$ cat src/rtl/rst_clken_pkg.sv
// Shared types and constants for the reset sequencer / clock-enable generator.
package rst_clken_pkg;

  typedef enum logic [1:0] {
    HOLD  = 2'd0,
    COUNT = 2'd1,
    RUN   = 2'd2
  } state_e;

  localparam int unsigned DEF_N_CH        = 4;
  localparam int unsigned DEF_DIV_W       = 16;
  localparam int unsigned DEF_RST_CYCLES  = 11;
  localparam int unsigned DEF_SYNC_STAGES = 2;

  // A divisor of 0 behaves exactly like 1.
  function automatic logic [31:0] eff_div(input logic [31:0] d);
    return (d == 32'd0) ? 32'd1 : d;
  endfunction

endpackage

$ cat src/rtl/rst_clken_gen_ch.sv
// One divider channel: shadow divisor, period counter, strobe and toggle outputs.
module clken_div_ch
  import rst_clken_pkg::*;
#(
  parameter int unsigned DIV_W = DEF_DIV_W
) (
  input  logic             clk,
  input  logic             res_n,
  input  logic             run_i,
  input  logic             en_i,
  input  logic             sync_clr_i,
  input  logic [DIV_W-1:0] div_i,
  output logic             stb_o,
  output logic             tgl_o
);

  logic             act_q, act_d;
  logic [DIV_W-1:0] shadow_q, shadow_d;
  logic [DIV_W-1:0] cnt_q, cnt_d;
  logic             stb_q, stb_d;
  logic             tgl_q, tgl_d;
  logic [DIV_W-1:0] last_c;

  assign last_c = DIV_W'(eff_div(32'(shadow_q)) - 32'd1);

  // A channel (re)starts on the first active edge or a resync; the divisor is
  // re-sampled only at period boundaries so mid-period changes wait their turn.
  always_comb begin
    act_d    = act_q;
    shadow_d = shadow_q;
    cnt_d    = cnt_q;
    stb_d    = 1'b0;
    tgl_d    = tgl_q;
    if (!(run_i && en_i)) begin
      act_d = 1'b0;
      cnt_d = '0;
      tgl_d = 1'b0;
    end else if (!act_q || sync_clr_i) begin
      act_d    = 1'b1;
      shadow_d = div_i;
      cnt_d    = '0;
      tgl_d    = 1'b0;
    end else if (cnt_q == last_c) begin
      shadow_d = div_i;
      cnt_d    = '0;
      stb_d    = 1'b1;
      tgl_d    = ~tgl_q;
    end else begin
      cnt_d = cnt_q + DIV_W'(1);
    end
  end

  always_ff @(posedge clk or negedge res_n) begin
    if (!res_n) begin
      act_q    <= 1'b0;
      shadow_q <= '0;
      cnt_q    <= '0;
      stb_q    <= 1'b0;
      tgl_q    <= 1'b0;
    end else begin
      act_q    <= act_d;
      shadow_q <= shadow_d;
      cnt_q    <= cnt_d;
      stb_q    <= stb_d;
      tgl_q    <= tgl_d;
    end
  end

  assign stb_o = stb_q;
  assign tgl_o = tgl_q;

endmodule

$ cat src/rtl/rst_clken_gen.sv
// Reset sequencer (release synchroniser + hold counter) driving N_CH clock-enable channels.
module rst_clken_gen
  import rst_clken_pkg::*;
#(
  parameter int unsigned N_CH        = DEF_N_CH,
  parameter int unsigned DIV_W       = DEF_DIV_W,
  parameter int unsigned RST_CYCLES  = DEF_RST_CYCLES,
  parameter int unsigned SYNC_STAGES = DEF_SYNC_STAGES
) (
  input  logic                  clk,
  input  logic                  res_n,
  input  logic                  sw_rst_i,
  input  logic                  sync_i,
  input  logic [N_CH-1:0]       ch_en_i,
  input  logic [N_CH*DIV_W-1:0] div_i,
  output logic                  res_o,
  output logic                  res_n_o,
  output logic                  run_o,
  output logic [N_CH-1:0]       stb_o,
  output logic [N_CH-1:0]       tgl_o
);

  localparam int unsigned CNT_W = $clog2(RST_CYCLES + 1);
  localparam int unsigned SW    = SYNC_STAGES - 1;

  state_e           state_q, state_d;
  logic [CNT_W-1:0] rst_cnt_q, rst_cnt_d;
  logic [SW-1:0]    sync_q;
  logic             res_q, res_n_q, run_q;
  logic             run_d;
  logic             sync_clr_c;

  // Leading synchroniser stages; the state register leaving HOLD acts as the final stage.
  always_ff @(posedge clk or negedge res_n) begin
    if (!res_n) begin
      sync_q <= '0;
    end else begin
      sync_q <= SW'({sync_q, 1'b1});
    end
  end

  always_comb begin
    state_d   = state_q;
    rst_cnt_d = rst_cnt_q;
    case (state_q)
      HOLD: begin
        if (sync_q[SW-1]) begin
          state_d   = COUNT;
          rst_cnt_d = '0;
        end
      end
      COUNT: begin
        if (sw_rst_i) begin
          rst_cnt_d = '0;
        end else if (rst_cnt_q == CNT_W'(RST_CYCLES - 1)) begin
          state_d   = RUN;
          rst_cnt_d = '0;
        end else begin
          rst_cnt_d = rst_cnt_q + CNT_W'(1);
        end
      end
      RUN: begin
        if (sw_rst_i) begin
          state_d   = COUNT;
          rst_cnt_d = '0;
        end
      end
      default: begin
        state_d   = HOLD;
        rst_cnt_d = '0;
      end
    endcase
  end

  assign run_d      = (state_d == RUN);
  assign sync_clr_c = sync_i && (state_q == RUN);

  always_ff @(posedge clk or negedge res_n) begin
    if (!res_n) begin
      state_q   <= HOLD;
      rst_cnt_q <= '0;
      res_q     <= 1'b1;
      res_n_q   <= 1'b0;
      run_q     <= 1'b0;
    end else begin
      state_q   <= state_d;
      rst_cnt_q <= rst_cnt_d;
      res_q     <= ~run_d;
      res_n_q   <= run_d;
      run_q     <= run_d;
    end
  end

  assign res_o   = res_q;
  assign res_n_o = res_n_q;
  assign run_o   = run_q;

  for (genvar k = 0; k < int'(N_CH); k++) begin : g_ch
    clken_div_ch #(
      .DIV_W(DIV_W)
    ) u_ch (
      .clk       (clk),
      .res_n     (res_n),
      .run_i     (run_d),
      .en_i      (ch_en_i[k]),
      .sync_clr_i(sync_clr_c),
      .div_i     (div_i[k*DIV_W +: DIV_W]),
      .stb_o     (stb_o[k]),
      .tgl_o     (tgl_o[k])
    );
  end

endmodule

$ cat config.mk
export PLATFORM = sky130hd
export DESIGN_NAME = rst_clken_gen
export DESIGN_NICKNAME = d
export VERILOG_FILES = /design/src/rtl/rst_clken_pkg.sv /design/src/rtl/rst_clken_gen_ch.sv /design/src/rtl/rst_clken_gen.sv
export SDC_FILE = /design/constraint.sdc
export NUM_CORES = 1
export LEC_CHECK = 0
export ABC_AREA = 1
export BUFFER_PORTS_ARGS = -buffer_cell sky130_fd_sc_hd__buf_2
export CAP_MARGIN = 30
export CELL_PAD_IN_SITES_DETAIL_PLACEMENT = 0
export CELL_PAD_IN_SITES_GLOBAL_PLACEMENT = 2
export CORE_MARGIN = 2
export CORE_UTILIZATION = 35
export CTS_CLUSTER_DIAMETER = 50
export CTS_CLUSTER_SIZE = 10
export DETAILED_ROUTE_END_ITERATION = 16
export PLACE_DENSITY_LB_ADDON = 0.1
export SLEW_MARGIN = 20
export SYNTH_ARGS = -nofsm -noshare
export SYNTH_HDL_FRONTEND = slang
export SYNTH_SLANG_ARGS = --single-unit
$ cat constraint.sdc
create_clock -name clk -period 3.5 [get_ports clk]
set_input_delay 0.525 -clock clk [delete_from_list [all_inputs] [get_ports clk]]
set_output_delay 0.525 -clock clk [all_outputs]
set_load 0.02 [all_outputs]
## After elaboration in Yosys (flattened, before gate mapping)

Cells that the tools add are included.

| operators by class | value |
|---|---|
| $add $sub $neg | 9 |
| multiply operators | 0 |
| divide/modulo/power cells | 0 |
| magnitude comparators | 0 |
| eq/ne operators | 18 |
| shift operators | 0 |
| mux-type cells | 66 |
| bitwise operators | 5 |
| reduce and logical (&&, ||, !) cells | 27 |

Operator list:

| cell | number |
|---|---|
| two-way mux 16 bit | 24 |
| adder 16 x 1 -> 16 bit (second input constant) | 4 |
| == test 16 bit | 4 |
| zero test 16 bit | 4 |
| subtractor 16 x 1 -> 16 bit (second input constant) | 4 |
| two-way mux 1 bit | 32 |
| two-way mux 4 bit | 4 |
| inequality test 2 bit (second input constant) | 6 |
| inequality test 3 bit (second input constant) | 4 |
| case mux 4 bit (3 select lines) | 1 |
| AND reduction 2 bit | 5 |
| two-way mux 2 bit | 4 |
| nonzero test 2 bit | 4 |
| case mux 2 bit (3 select lines) | 1 |
| logical AND 1 bit | 5 |
| inverter 1 bit | 5 |
| adder 4 x 1 -> 4 bit (second input constant) | 1 |
| == test 2 bit (second input constant) | 2 |
| == test 4 bit (second input constant) | 1 |
| zero test 1 bit | 4 |
| logical OR 1 bit | 4 |
| == test 2 x 1 -> 1 bit (second input constant) | 1 |
| zero test 2 bit | 1 |

| storage, ports and cells | value |
|---|---|
| register bits | 149 |
| bits in latches | 0 |
| RAM bits | 0 |
| bits in read-only memories | 0 |
| output and inout bits | 11 |
| memories | 0 |

## Depth between registers and ports, before layout

Gate-level depths: netlist of the first run.

| logic depth | value |
|---|---|
| word-level depth | 7 |
| mapped depth | 24 |
| gate-level depth less buffers | 22 |

## Cells and area by module

Synthesis of the first run repeated with hierarchy kept, for this count alone.

| unflattened totals | value |
|---|---|
| cells, all modules | 1,507 |
| area total of the unflattened synthesis | 10,256.1 um2 |

By module, submodules not included:

| module | times used | cells an instance | area an instance (um2) |
|---|---|---|---|
| clken_div_ch (g_ch[1].u_ch ...) | 2 | 360 | 2,454.9 |
| clken_div_ch (g_ch[3].u_ch) | 1 | 362 | 2,457.4 |
| clken_div_ch (g_ch[0].u_ch) | 1 | 366 | 2,424.8 |
| rst_clken_gen | 1 | 59 | 464.2 |

## Worst setup path after synthesis of the first run

No wires, ideal clock.

| timing | value |
|---|---|
| path kind | flip-flop to flip-flop |
| start point | register g_ch[1].u_ch.shadow_q[2] |
| end point | register g_ch[1].u_ch.shadow_q[5] |
| arrival time | 2.604 ns |
| path slack | 0.778 ns |
| cell stages (with the launch flop) | 22 |
| path buffers | 2 |
| clock period less this slack | 2.722 ns |
| cells stage by stage | dfrtp_1 > buf_2 > nor2_4 > nand2_1 > nor2_2 > nand2_4 > nand2_4 > inv_1 > ha_1 > nand2_1 > nor2_1 > nand2_1 > xnor3_1 > nor2_1 > nand2_1 > nor2_1 > nand2_2 > nand2_4 > nand2_4 > buf_6 > nand2_1 > nand2_1 |

| between the ends | value |
|---|---|
| word-level cells in the longest chain between the ends | 6 |

RTL lines:

| item | RTL line | text |
|---|---|---|
| from (decl) | rst_clken_gen_ch.sv:18 | `logic [DIV_W-1:0] shadow_q, shadow_d;` |
| from (signal assigned) | rst_clken_gen_ch.sv:62 | `shadow_q <= shadow_d;` |
| zero test 16 bit | rst_clken_pkg.sv:17 | `return (d == 32'd0) ? 32'd1 : d;` |
| two-way mux 16 bit (*) | rst_clken_pkg.sv:17 |  |
| subtractor 16 x 1 -> 16 bit (*) | rst_clken_gen_ch.sv:24 | `assign last_c = DIV_W'(eff_div(32'(shadow_q)) - 32'd1);` |
| == test 16 bit (*) | rst_clken_gen_ch.sv:43 | `end else if (cnt_q == last_c) begin` |
| nonzero test 2 bit (no source line) (*) | n/a |  |
| AND reduction 2 bit (no source line) (*) | n/a |  |

Mark *: on every way between the ends. The rest lies on a longest branch, timed or not.
A chain may end at the register's enable or synchronous reset.

## Worst setup path in the final report of the first run

| timing | value |
|---|---|
| start point | register g_ch[1].u_ch.shadow_q[2] |
| end point | register g_ch[1].u_ch.tgl_q |

| between the ends | value |
|---|---|
| word-level cells in the longest chain between the ends | 5 |

RTL lines:

| item | RTL line | text |
|---|---|---|
| zero test 16 bit | rst_clken_pkg.sv:17 |  |
| two-way mux 16 bit (*) | rst_clken_pkg.sv:17 |  |
| subtractor 16 x 1 -> 16 bit (*) | rst_clken_gen_ch.sv:24 |  |
| == test 16 bit (*) | rst_clken_gen_ch.sv:43 |  |
| inequality test 3 bit (no source line) (*) | n/a |  |
| to (signal assigned) | rst_clken_gen_ch.sv:65 | `tgl_q <= tgl_d;` |
| to (decl) | rst_clken_gen_ch.sv:21 | `logic tgl_q, tgl_d;` |

Marked as above.

==> impl_metrics.toml, run 1 <==
[sta]
slew_headroom = 0.400
finalCritPeriodShare = 0.882
skew_ns = 0.0161
rsz0062_at_grt = "false"
setup_tns_ns = 0
finalHoldViolCount = 0
slew_viol_final = 0
min_period_ns = 3.09
tightest_slew_ns = 0.900
clock.fmax_mhz = 324
setup_viol = 0

[placement]
finalWeightedCongestion = 0.842
post-place-cells = 1702
portBuffers = 82
place_hpwl_um = 19200

[route]
drt_iter0_drc = 388
wl_um = 24700
via_count = 8161
remaining_drc_errors = 0
first_pass_iters = 5
wl_per_cell_um = 14.2
final_antenna_net_count = 0
viasPerCell = 4.70

[floorplanning]
ios = 83
die_w_um = 168
core_area_um2 = 26200
die_area_um2 = 28200
start_util = 0.359
die-height_um = 168
num_rows = 59

[clocking]
cts_tree = "yes"
cts_hold_buf = 0
cts.sinks = 149
ctsRootBufferMaster = "clkbuf_16"
cts_buffer_depth = 2
htree_levels = 4
numCtsBuffers = 17
clk_latency_ns = 0.43
clk_pin_slew_ns = 0.06

[setup_path]
startpoint_type = "flop"
r2r-end = "g_ch[1].u_ch.tgl_o$_DFFE_PN0P_"
rrSetupSlack_ns = 0.41
worstPathRequired_ns = 3.79
r2r_start = "g_ch[1].u_ch.shadow_q[2]$_DFFE_PN0P_"
critPathMaxStageDelay_ns = 0.48
crit_slowest_cell = "dfrtp_1"
critPathKind = "reg2reg"
end_kind = "flop"
critical_path.cell_chain = "nor2_4 > nand2_1 > nor2_2 > nand2_4 > nand2_4 > inv_1 > ha_2 > nand2_2 > nor2_2 > nand2_1 > xnor3_1 > nor2_1 > nand2_1 > nor2_1 > nand2_2 > nand2_2 > mux2i_1"
rr_worst_depth = 17
path_max_fanout = 16
worstPathArrival_ns = 3.37

[synthesis]
syn_inst = 1304
synth_nets = 1386
async_reset_ff_frac = 1.00
synth_area_um2 = 9400
synth-seq-cells = 149
ys.flop_type = "dfrtp_1"
synth_cell_types = 46
avgSynthCellArea_um2 = 7.21
yosysSeqAreaShare = 0.397
synth_warnings = 0
synth_edf_count = 0

[finish]
nets = 1472
fin_util = 0.409
num_antenna_cells = 0
synthToLayoutAreaGrowth_pct = 14.1
final_cells = 1737
n_fill_cell = 2829
drive_gt1_frac = 0.128

[global_routing]
grt_max_degree = 90
antenna_found_initial = 0
grt_usage = 0.184
grt_pass1_wl_um = 41900
overflow = 0
grt_pass1_vias = 8006

[power]
leakage_nw = 5.38
p_total_mw = 4.13
irDropWorstVdd_uv = 257
power.density_nw_per_um2 = 385

[min_path]
hp-class = "in2async"

[job]
max_cap_viol_count = 0

[run_status]
status = "finished clean"
==> cell usage in the layout (no fill, tap or decap), drive strengths merged, types with 5 or more instances in the layout <==
master	count
nand2	398
nor2	212
dfrtp	148
nand3	148
inv	140
buf	94
xor2	49
xnor2	36
o21ai	32
nand4	24
nor3	23
clkbuf	19
a21oi	12
nor3b	10
ha	10
clkinv	9
nand3b	8
clkinvlp	5
==> layer usage <==
metal | vias to the layer above | share of wire | track usage
met5 | - | 0 | 0
met4 | 0 | 0.011 | 0.0423
met3 | 20 | 0.022 | 0.0303
met2 | 101 | 0.47 | 0.298
met1 | 3754 | 0.50 | 0.259
li1 | 4286 | - | -
==> cells by family (layout without fill, tap and decap cells) <==
| logic type | Yosys count | after routing | synth area share |
|---|---|---|---|
| AND/OR/NAND/NOR | 831 | 831 | 0.392 |
| buffers and inverters | 169 | 267 | 0.0774 |
| flip-flops | 149 | 149 | 0.397 |
| XOR/XNOR | 89 | 89 | 0.0888 |
| AO/OA/AOI/OAI | 54 | 54 | 0.0307 |
| adder cells (fa/ha/maj) | 10 | 10 | 0.0133 |
| other | 1 | 1 | 0.000399 |
| multiplexers | 1 | 1 | 0.00106 |
==> critical path, delay by kind of cell (launching register included) <==
| kind | cells | cell delay [ns] |
|---|---|---|
| xor gates and xnor gates | 1 | 0.25 |
| adders and majority gates | 1 | 0.24 |
| buffers and inverters | 1 | 0.07 |
| DFF | 1 | 0.48 |
| muxes | 1 | 0.13 |
| and+or+nand+nor | 13 | 1.76 |
==> layout make-up <==
cell class	instances	area, um^2	area share
clock buffers	19	443	0.0413
clock inverters	12	83.8	0.00782
inverters	142	533	0.0497
multi-input cells	986	5000	0.466
flip-flops and latches	149	3730	0.348
well taps	335	419	0.0391
repair buffers	94	519	0.0484
==> power breakdown <==
group | switching [mW] | internal [mW]
Sequential | 0.0469 | 1.76
Combinational | 0.389 | 0.237
Clock | 0.783 | 0.920
Total | 1.22 | 2.91
==> state kept, by name (all words and copies together) (netlist names) <==
register,flops
res_o,1
rst_cnt_q,4
g_ch.u_ch.tgl_o,4
g_ch.u_ch.act_q,4
run_o,1
g_ch.u_ch.cnt_q,64
state_q,2
g_ch.u_ch.stb_o,4
sync_q,1
g_ch.u_ch.shadow_q,64
==> worst max path at each step <==
| stage | from | to | slack (ns) | cells past startpoint |
|---|---|---|---|---|
| final | g_ch[1].u_ch.shadow_q[2]$_DFFE_PN0P_ | g_ch[1].u_ch.tgl_o$_DFFE_PN0P_ | 0.41 | 17 |
| after global routing | g_ch[1].u_ch.shadow_q[6]$_DFFE_PN0P_ | g_ch[1].u_ch.shadow_q[0]$_DFFE_PN0P_ | 0.01 | 19 |
| after CTS | g_ch[1].u_ch.shadow_q[6]$_DFFE_PN0P_ | g_ch[1].u_ch.shadow_q[1]$_DFFE_PN0P_ | 0.12 | 18 |
| after detailed placement | g_ch[1].u_ch.shadow_q[6]$_DFFE_PN0P_ | g_ch[1].u_ch.shadow_q[1]$_DFFE_PN0P_ | 0.13 | 19 |
| after global placement | g_ch[1].u_ch.shadow_q[1]$_DFFE_PN0P_ | g_ch[1].u_ch.shadow_q[3]$_DFFE_PN0P_ | 0.13 | 18 |
| after floorplan | g_ch[1].u_ch.shadow_q[2]$_DFFE_PN0P_ | g_ch[1].u_ch.shadow_q[5]$_DFFE_PN0P_ | 0.78 | 21 |
==> cell usage after synthesis, types with 2 or more instances <==
master | count | area [um^2]
nand2_1 | 381 | 1430
nor2_1 | 196 | 736
dfrtp_1 | 148 | 3700
nand3_1 | 145 | 726
inv_1 | 137 | 514
xor2_1 | 49 | 429
xnor2_1 | 36 | 315
o21ai_0 | 31 | 155
nand4_1 | 22 | 138
nor3_1 | 21 | 105
buf_4 | 16 | 120
nor2_2 | 13 | 81.3
a21oi_1 | 12 | 60.1
nand2_4 | 11 | 124
ha_1 | 10 | 125
nor3b_1 | 9 | 67.6
nand3b_1 | 8 | 60.1
nand2_2 | 6 | 37.5
buf_6 | 4 | 45.0
o22ai_1 | 4 | 25.0
xnor3_1 | 4 | 90.1
and2_1 | 3 | 18.8
buf_2 | 3 | 15.0
clkbuf_1 | 3 | 11.3
clkinv_1 | 3 | 11.3
nand3_2 | 3 | 30.0
nor2_4 | 3 | 33.8
inv_2 | 2 | 7.51
nand4_2 | 2 | 25.0
o211ai_1 | 2 | 15.0
or2_2 | 2 | 12.5
==> repair_timing <==
| action | in CTS | in global routing |
|---|---|---|
| endpoints found under the setup margin | 0 | 78 |
| resized for setup | 0 | 13 |
| buffers inserted | 0 | 4 |
==> per-stage QoR <==
| stage | setup WS [ns] | instance area (um^2) | hold slack [ns] |
|---|---|---|---|
| final | 0.413 | 10700 | 0.117 |
| after global routing | 0.0126 | 10700 | 0.217 |
| after CTS | 0.119 | 10600 | 0.216 |
| after detailed placement | 0.132 | 10100 | 0.470 |
| after global placement | 0.130 | 10100 | 0.460 |
| after floorplan | 0.778 | 9400 | 0.229 |
Note: power is estimated with default switching activity, not from simulation.
==> inputs of run 2 (changes only) <==
--- a/config.mk
+++ b/config.mk
@@ -5,13 +5,12 @@
 export SDC_FILE = /design/constraint.sdc
 export NUM_CORES = 1
 export LEC_CHECK = 0
-export ABC_AREA = 1
 export BUFFER_PORTS_ARGS = -buffer_cell sky130_fd_sc_hd__buf_2
 export CAP_MARGIN = 30
 export CELL_PAD_IN_SITES_DETAIL_PLACEMENT = 0
 export CELL_PAD_IN_SITES_GLOBAL_PLACEMENT = 2
 export CORE_MARGIN = 2
-export CORE_UTILIZATION = 35
+export CORE_UTILIZATION = 37
 export CTS_CLUSTER_DIAMETER = 50
 export CTS_CLUSTER_SIZE = 10
 export DETAILED_ROUTE_END_ITERATION = 16
==> impl_metrics.toml, run 2 <==
[run_status]
status = "finished clean"

[synthesis]
synth_edf_count = 0
synth_nets = 1378
synth-seq-cells = 149
synth_area_leaders = "dfrtp_1 (34%), nand3_1 (5.7%), nand2_1 (5.5%)"
synth_commonest_cells = "nand2_1 (159), dfrtp_1 (148), nand3_1 (122), clkbuf_1 (76), nor3_1 (66)"
yosysSeqAreaShare = 0.345
synth_warnings = 0
synth_top_area_share = 0.343
yosysMostFrequentCell = "nand2_1"
synth.largest_area_cell = "dfrtp_1"
async_reset_ff_frac = 1.00
ys.flop_type = "dfrtp_1"
synth_area_um2 = 10800
synth_cell_types = 78
avgSynthCellArea_um2 = 8.34
syn_inst = 1296

[floorplanning]
core_area_um2 = 28700
num_rows = 62
ios = 83
start_util = 0.376
die_w_um = 175
die_area_um2 = 30600
die-height_um = 175

[finish]
fin_util = 0.465
top_regs = "g_ch.u_ch.cnt_q x64, g_ch.u_ch.shadow_q x64"
num_antenna_cells = 0
regArea_um2 = 3730
nets = 1499
multiInputGateArea_um2 = 6910
final_common_cell = "nand2_1"
drive_gt1_frac = 0.236
synthToLayoutAreaGrowth_pct = 23.7
final_cell_mix = "nand2_1 (159), dfrtp_1 (148), buf_4 (126)"
n_fill_cell = 2898

[power]
irDropWorstVdd_uv = 331
power.density_nw_per_um2 = 380
leakage_nw = 5.43

[setup_path]
startpoint = "g_ch[3].u_ch.shadow_q[15]$_DFFE_PN0P_"
worstSetupEndpoint = "g_ch[3].u_ch.shadow_q[10]$_DFFE_PN0P_"
rr_worst_depth = 12
worstPathArrival_ns = 3.76
end_kind = "flop"
r2r_start = "g_ch[3].u_ch.shadow_q[15]$_DFFE_PN0P_"
critPathKind = "reg2reg"
startpoint_type = "flop"
r2r-end = "g_ch[3].u_ch.shadow_q[10]$_DFFE_PN0P_"
worstPathRequired_ns = 3.81
rrSetupSlack_ns = 0.05
path_max_fanout = 6

[clocking]
cts_tree = "yes"
cts_buffer_depth = 2
htree_levels = 4
ctsRootBufferMaster = "clkbuf_16"
numCtsBuffers = 17
cts.sinks = 149
clk_pin_slew_ns = 0.07
clk_latency_ns = 0.43
cts_hold_buf = 0

[route]
wl_per_cell_um = 18.0
first_pass_iters = 5
wl_um = 32700
drt_iter0_drc = 666
final_antenna_net_count = 0
via_count = 10200
remaining_drc_errors = 0
viasPerCell = 5.62

[global_routing]
antenna_found_initial = 0
grt_pass1_wl_um = 53200
overflow = 0
grt_max_degree = 60
grt_pass1_vias = 9788
grt_usage = 0.215

[job]
max_cap_viol_count = 0

[sta]
min_period_ns = 3.45
setup_viol = 0
holdWs_ns = 0.0794
tightest_slew_ns = 0.964
skew_ns = 0.0160
slew_headroom = 0.358
finalHoldViolCount = 0
finalCritPeriodShare = 0.985
slew_viol_final = 0
rsz0062_at_grt = "true"
clock.fmax_mhz = 290

[placement]
finalWeightedCongestion = 0.832
portBuffers = 82
place_hpwl_um = 23100

[min_path]
hp-class = "in2async"
[run 2: cell count changes after synthesis, moves of 23 or more]
cell | before | now
nand3_1 | 145 | 122
and3_1 | 1 | 52
o211ai_1 | 2 | 41
clkbuf_1 | 3 | 76
nor2_1 | 196 | 57
a311o_1 | 0 | 32
nor3_1 | 21 | 66
nor4_1 | 0 | 33
nand2_1 | 381 | 159
inv_1 | 137 | 17
o31ai_1 | 0 | 26
[run 2: critical path: stages (launching register included)]
cell,delay (ns)
dfrtp_1,0.38
or4_4,0.55
nor4_4,0.31
a21oi_2,0.09
ha_1,0.29
xor2_1,0.14
nand2_1,0.07
or4_4,0.42
nor3_2,0.12
nand4_1,0.16
or3_4,0.45
buf_6,0.16
a31o_4,0.20
[run 2: how the worst min path moves through the flow]
stage                             start                                    end
3_3_place_gp   rst_cnt_q[3]$_DFFE_PN0P_               rst_cnt_q[3]$_DFFE_PN0P_
5_1_grt                           res_n  g_ch[0].u_ch.shadow_q[14]$_DFFE_PN0P_
4_1_cts                           res_n  g_ch[0].u_ch.shadow_q[14]$_DFFE_PN0P_
6_report                          res_n  g_ch[0].u_ch.shadow_q[14]$_DFFE_PN0P_
3_5_place_dp   rst_cnt_q[3]$_DFFE_PN0P_               rst_cnt_q[3]$_DFFE_PN0P_
2_1_floorplan                     res_n         g_ch[0].u_ch.act_q$_DFFE_PN0P_
[run 2: cell type report]
| cell class | count | share of cell area |
|---|---|---|
| Sequential cell | 149 | 0.279 |
| Multi-Input combinational cell | 1012 | 0.517 |
| Inverter | 20 | 0.00562 |
| Timing Repair Buffer | 217 | 0.114 |
| Clock inverter | 11 | 0.0129 |
| Tap cell | 384 | 0.0360 |
| Clock buffer | 21 | 0.0352 |
[run 2: timing repair]
item / CTS / global route
gates resized for setup: 2 / 30
buffers inserted: 0 / 6
cloned: 0 / 2
pin swaps: 0 / 19
endpoints found under the setup margin: 15 / 121
[run 2: where the power goes]
part / internal, mW / leakage (nW) / total (mW) / switching, mW
Clock: 1.26 / 0.314 / 2.03 / 0.774
Combinational: 0.525 / 3.13 / 1.20 / 0.678
Sequential: 1.80 / 1.99 / 1.85 / 0.0496
[run 2: kinds of logic (layout without fill, tap and decap cells)]
family	Yosys count	in the layout	synth area share
fa+ha+maj	10	10	0.0116
xor+xnor	119	119	0.0977
mux	4	4	0.00371
compound gates	263	263	0.184
other cells	1	1	0.000347
flops	149	149	0.345
buf+inv	135	269	0.0567
simple gates	615	615	0.301
[run 2: layer usage]
metal | GRT usage | up-vias | part of all wire
met3 | 0.0289 | 13 | 0.031
met5 | 0 | - | 0
met2 | 0.344 | 204 | 0.46
met4 | 0.0372 | 0 | 0.0064
li1 | - | 5050 | -
met1 | 0.313 | 4933 | 0.50
[run 2: through the flow]
stage | TNS [ns] | total power, mW | area [um^2] | setup WS, ns | instances
2_1_floorplan | -6.10 | 2.61 | 11200 | -0.211 | 1296
3_3_place_gp | 0 | 3.03 | 12500 | 0.0359 | 1774
3_5_place_dp | -0.207 | 3.03 | 12500 | -0.0263 | 1774
4_1_cts | 0 | 5.09 | 13100 | 0.0196 | 1806
5_1_grt | -1.93 | 5.33 | 13400 | -0.0900 | 1814
6_report | 0 | 5.08 | 13400 | 0.0538 | 1814
==> inputs of run 3 (changes only) <==
--- a/config.mk
+++ b/config.mk
@@ -9,6 +9,7 @@
 export CAP_MARGIN = 30
 export CELL_PAD_IN_SITES_DETAIL_PLACEMENT = 0
 export CELL_PAD_IN_SITES_GLOBAL_PLACEMENT = 2
+export CORE_ASPECT_RATIO = 2
 export CORE_MARGIN = 2
 export CORE_UTILIZATION = 37
 export CTS_CLUSTER_DIAMETER = 50
==> impl_metrics.toml, run 3 (synthesis results as in run 2) <==
[run_status]
status = "finished clean"

[setup_path]
rr_worst_depth = 13
critical_path.cell_chain = "or4_4 > nor2_4 > a31oi_4 > ha_4 > or3b_4 > xnor2_1 > o211ai_1 > a21oi_1 > or4_4 > a2111oi_4 > buf_4 > clkbuf_16 > nor3_2"
startpoint_type = "flop"
crit_top_cell = "or4_4"
critPathKind = "reg2reg"
worstPathRequired_ns = 3.79
worstPathArrival_ns = 3.75
end_kind = "flop"
r2r_start = "g_ch[1].u_ch.shadow_q[6]$_DFFE_PN0P_"
critPathMaxStageDelay_ns = 0.56
crit_slowest_cell = "or4_4"
r2r-end = "g_ch[1].u_ch.cnt_q[13]$_DFF_PN0_"
path_max_fanout = 8
rrSetupSlack_ns = 0.04

[route]
wl_um = 33600
via_count = 10226
final_antenna_net_count = 0
remaining_drc_errors = 0
first_pass_iters = 4
viasPerCell = 5.69
wl_per_cell_um = 18.7
drt_iter0_drc = 403

[job]
max_cap_viol_count = 0

[global_routing]
grt_pass1_vias = 10553
grt_usage = 0.225
grt_pass1_wl_um = 55400
overflow = 0
antenna_found_initial = 0
grt_max_degree = 76

[floorplanning]
die_w_um = 125
num_rows = 88
die-height_um = 246
core_area_um2 = 28800
ios = 83
start_util = 0.375
die_area_um2 = 30700

[clocking]
numCtsBuffers = 17
cts_tree = "yes"
cts_buffer_depth = 2
ctsRootBufferMaster = "clkbuf_16"
cts.sinks = 149
clk_latency_ns = 0.45
htree_levels = 4
cts_hold_buf = 0
clk_pin_slew_ns = 0.06

[placement]
place_hpwl_um = 25200
finalWeightedCongestion = 0.860
place_area_um2 = 12500
portBuffers = 82

[power]
clkPwrFrac = 0.373
irDropWorstVdd_uv = 380
power.density_nw_per_um2 = 368
power.internal_mw = 3.40
p_seq_frac = 0.378
sw_frac_of_total = 0.304
comb_power_share = 0.248
leakage_nw = 5.44
power.switching_mw = 1.48
p_total_mw = 4.88

[finish]
nets = 1508
final_common_cell = "nand2_1"
synthToLayoutAreaGrowth_pct = 22.9
num_antenna_cells = 0
drive_gt1_frac = 0.237
n_fill_cell = 2923
stdcell_area_um2 = 13300
final_cell_mix = "nand2_1 (159), dfrtp_1 (148), buf_4 (136)"
top_regs = "g_ch.u_ch.cnt_q x64, g_ch.u_ch.shadow_q x64"

[sta]
tightest_slew_ns = 0.875
setup_viol = 0
slew_headroom = 0.415
rsz0062_at_grt = "true"
min_period_ns = 3.46
skew_ns = 0.00952
finalHoldViolCount = 0
finalCritPeriodShare = 0.988
clock.fmax_mhz = 289
slew_viol_final = 0

[min_path]
hp-class = "in2async"
-- run 3: repair_timing --
action | in CTS | in global routing
cloned | 1 | 1
pin swaps | 2 | 17
resized for setup | 6 | 25
buffers inserted | 0 | 8
setup endpoints to repair | 38 | 115
-- run 3: how the worst max path moves through the flow --
stage,cells past startpoint,start,to
finish,13,g_ch[1].u_ch.shadow_q[6]$_DFFE_PN0P_,g_ch[1].u_ch.cnt_q[13]$_DFF_PN0_
global route,13,g_ch[1].u_ch.shadow_q[6]$_DFFE_PN0P_,g_ch[1].u_ch.cnt_q[13]$_DFF_PN0_
CTS,12,g_ch[1].u_ch.shadow_q[10]$_DFFE_PN0P_,g_ch[1].u_ch.cnt_q[7]$_DFF_PN0_
detailed placement,11,g_ch[3].u_ch.shadow_q[8]$_DFFE_PN0P_,g_ch[3].u_ch.cnt_q[4]$_DFF_PN0_
global placement,12,g_ch[3].u_ch.shadow_q[8]$_DFFE_PN0P_,g_ch[3].u_ch.cnt_q[15]$_DFF_PN0_
floorplan,17,g_ch[1].u_ch.shadow_q[10]$_DFFE_PN0P_,g_ch[1].u_ch.shadow_q[5]$_DFFE_PN0P_
-- run 3: layout make-up --
cell class,count,area (um^2),area share
clock buffers,21,460,0.0347
clock inverters,9,105,0.00791
inverters,20,75.1,0.00565
multi-input cells,1012,6890,0.519
flip-flops and latches,149,3730,0.281
well taps,360,450,0.0339
repair buffers,226,1570,0.118
-- run 3: power groups by stage --
| stage | Clock (mW) | Combinational [mW] | Sequential (mW) |
|---|---|---|---|
| global route | 1.95 | 1.33 | 1.85 |
| finish | 1.82 | 1.21 | 1.85 |
| detailed placement | 0 | 1.18 | 1.88 |
| global placement | 0 | 1.17 | 1.87 |
| CTS | 1.88 | 1.19 | 1.85 |
| floorplan | 0 | 0.715 | 1.89 |
-- run 3: critical path: cells and delay by family, from the launching register on --
kind / cells / cell delay [ns]
compound gates: 4 / 0.72
xor+xnor: 1 / 0.08
fa+ha+maj: 1 / 0.19
buf+inv: 2 / 0.34
flops: 1 / 0.38
simple gates: 5 / 1.58
-- run 3: stage by stage --
step,setup WS [ns],utilization,cells,hold slack (ns),TNS (ns)
2_1_floorplan,-0.211,-,1296,0.229,-6.10
3_3_place_gp,-0.0132,0.432,1758,0.454,-0.0975
3_5_place_dp,-0.00806,0.432,1758,0.468,-0.0268
4_1_cts,0.00598,0.454,1789,0.146,0
5_1_grt,-0.0999,0.460,1797,0.131,-1.33
6_report,0.0416,0.460,1797,0.0831,0
-- run 3: routing by layer --
| layer | wire length [um] | global-route usage | vias up |
|---|---|---|---|
| li1 | - | - | 5066 |
| met1 | 12900 | 0.243 | 4949 |
| met2 | 19200 | 0.443 | 160 |
| met3 | 681 | 0.0318 | 51 |
| met4 | 870 | 0.0778 | 0 |
| met5 | 0 | 0 | - |
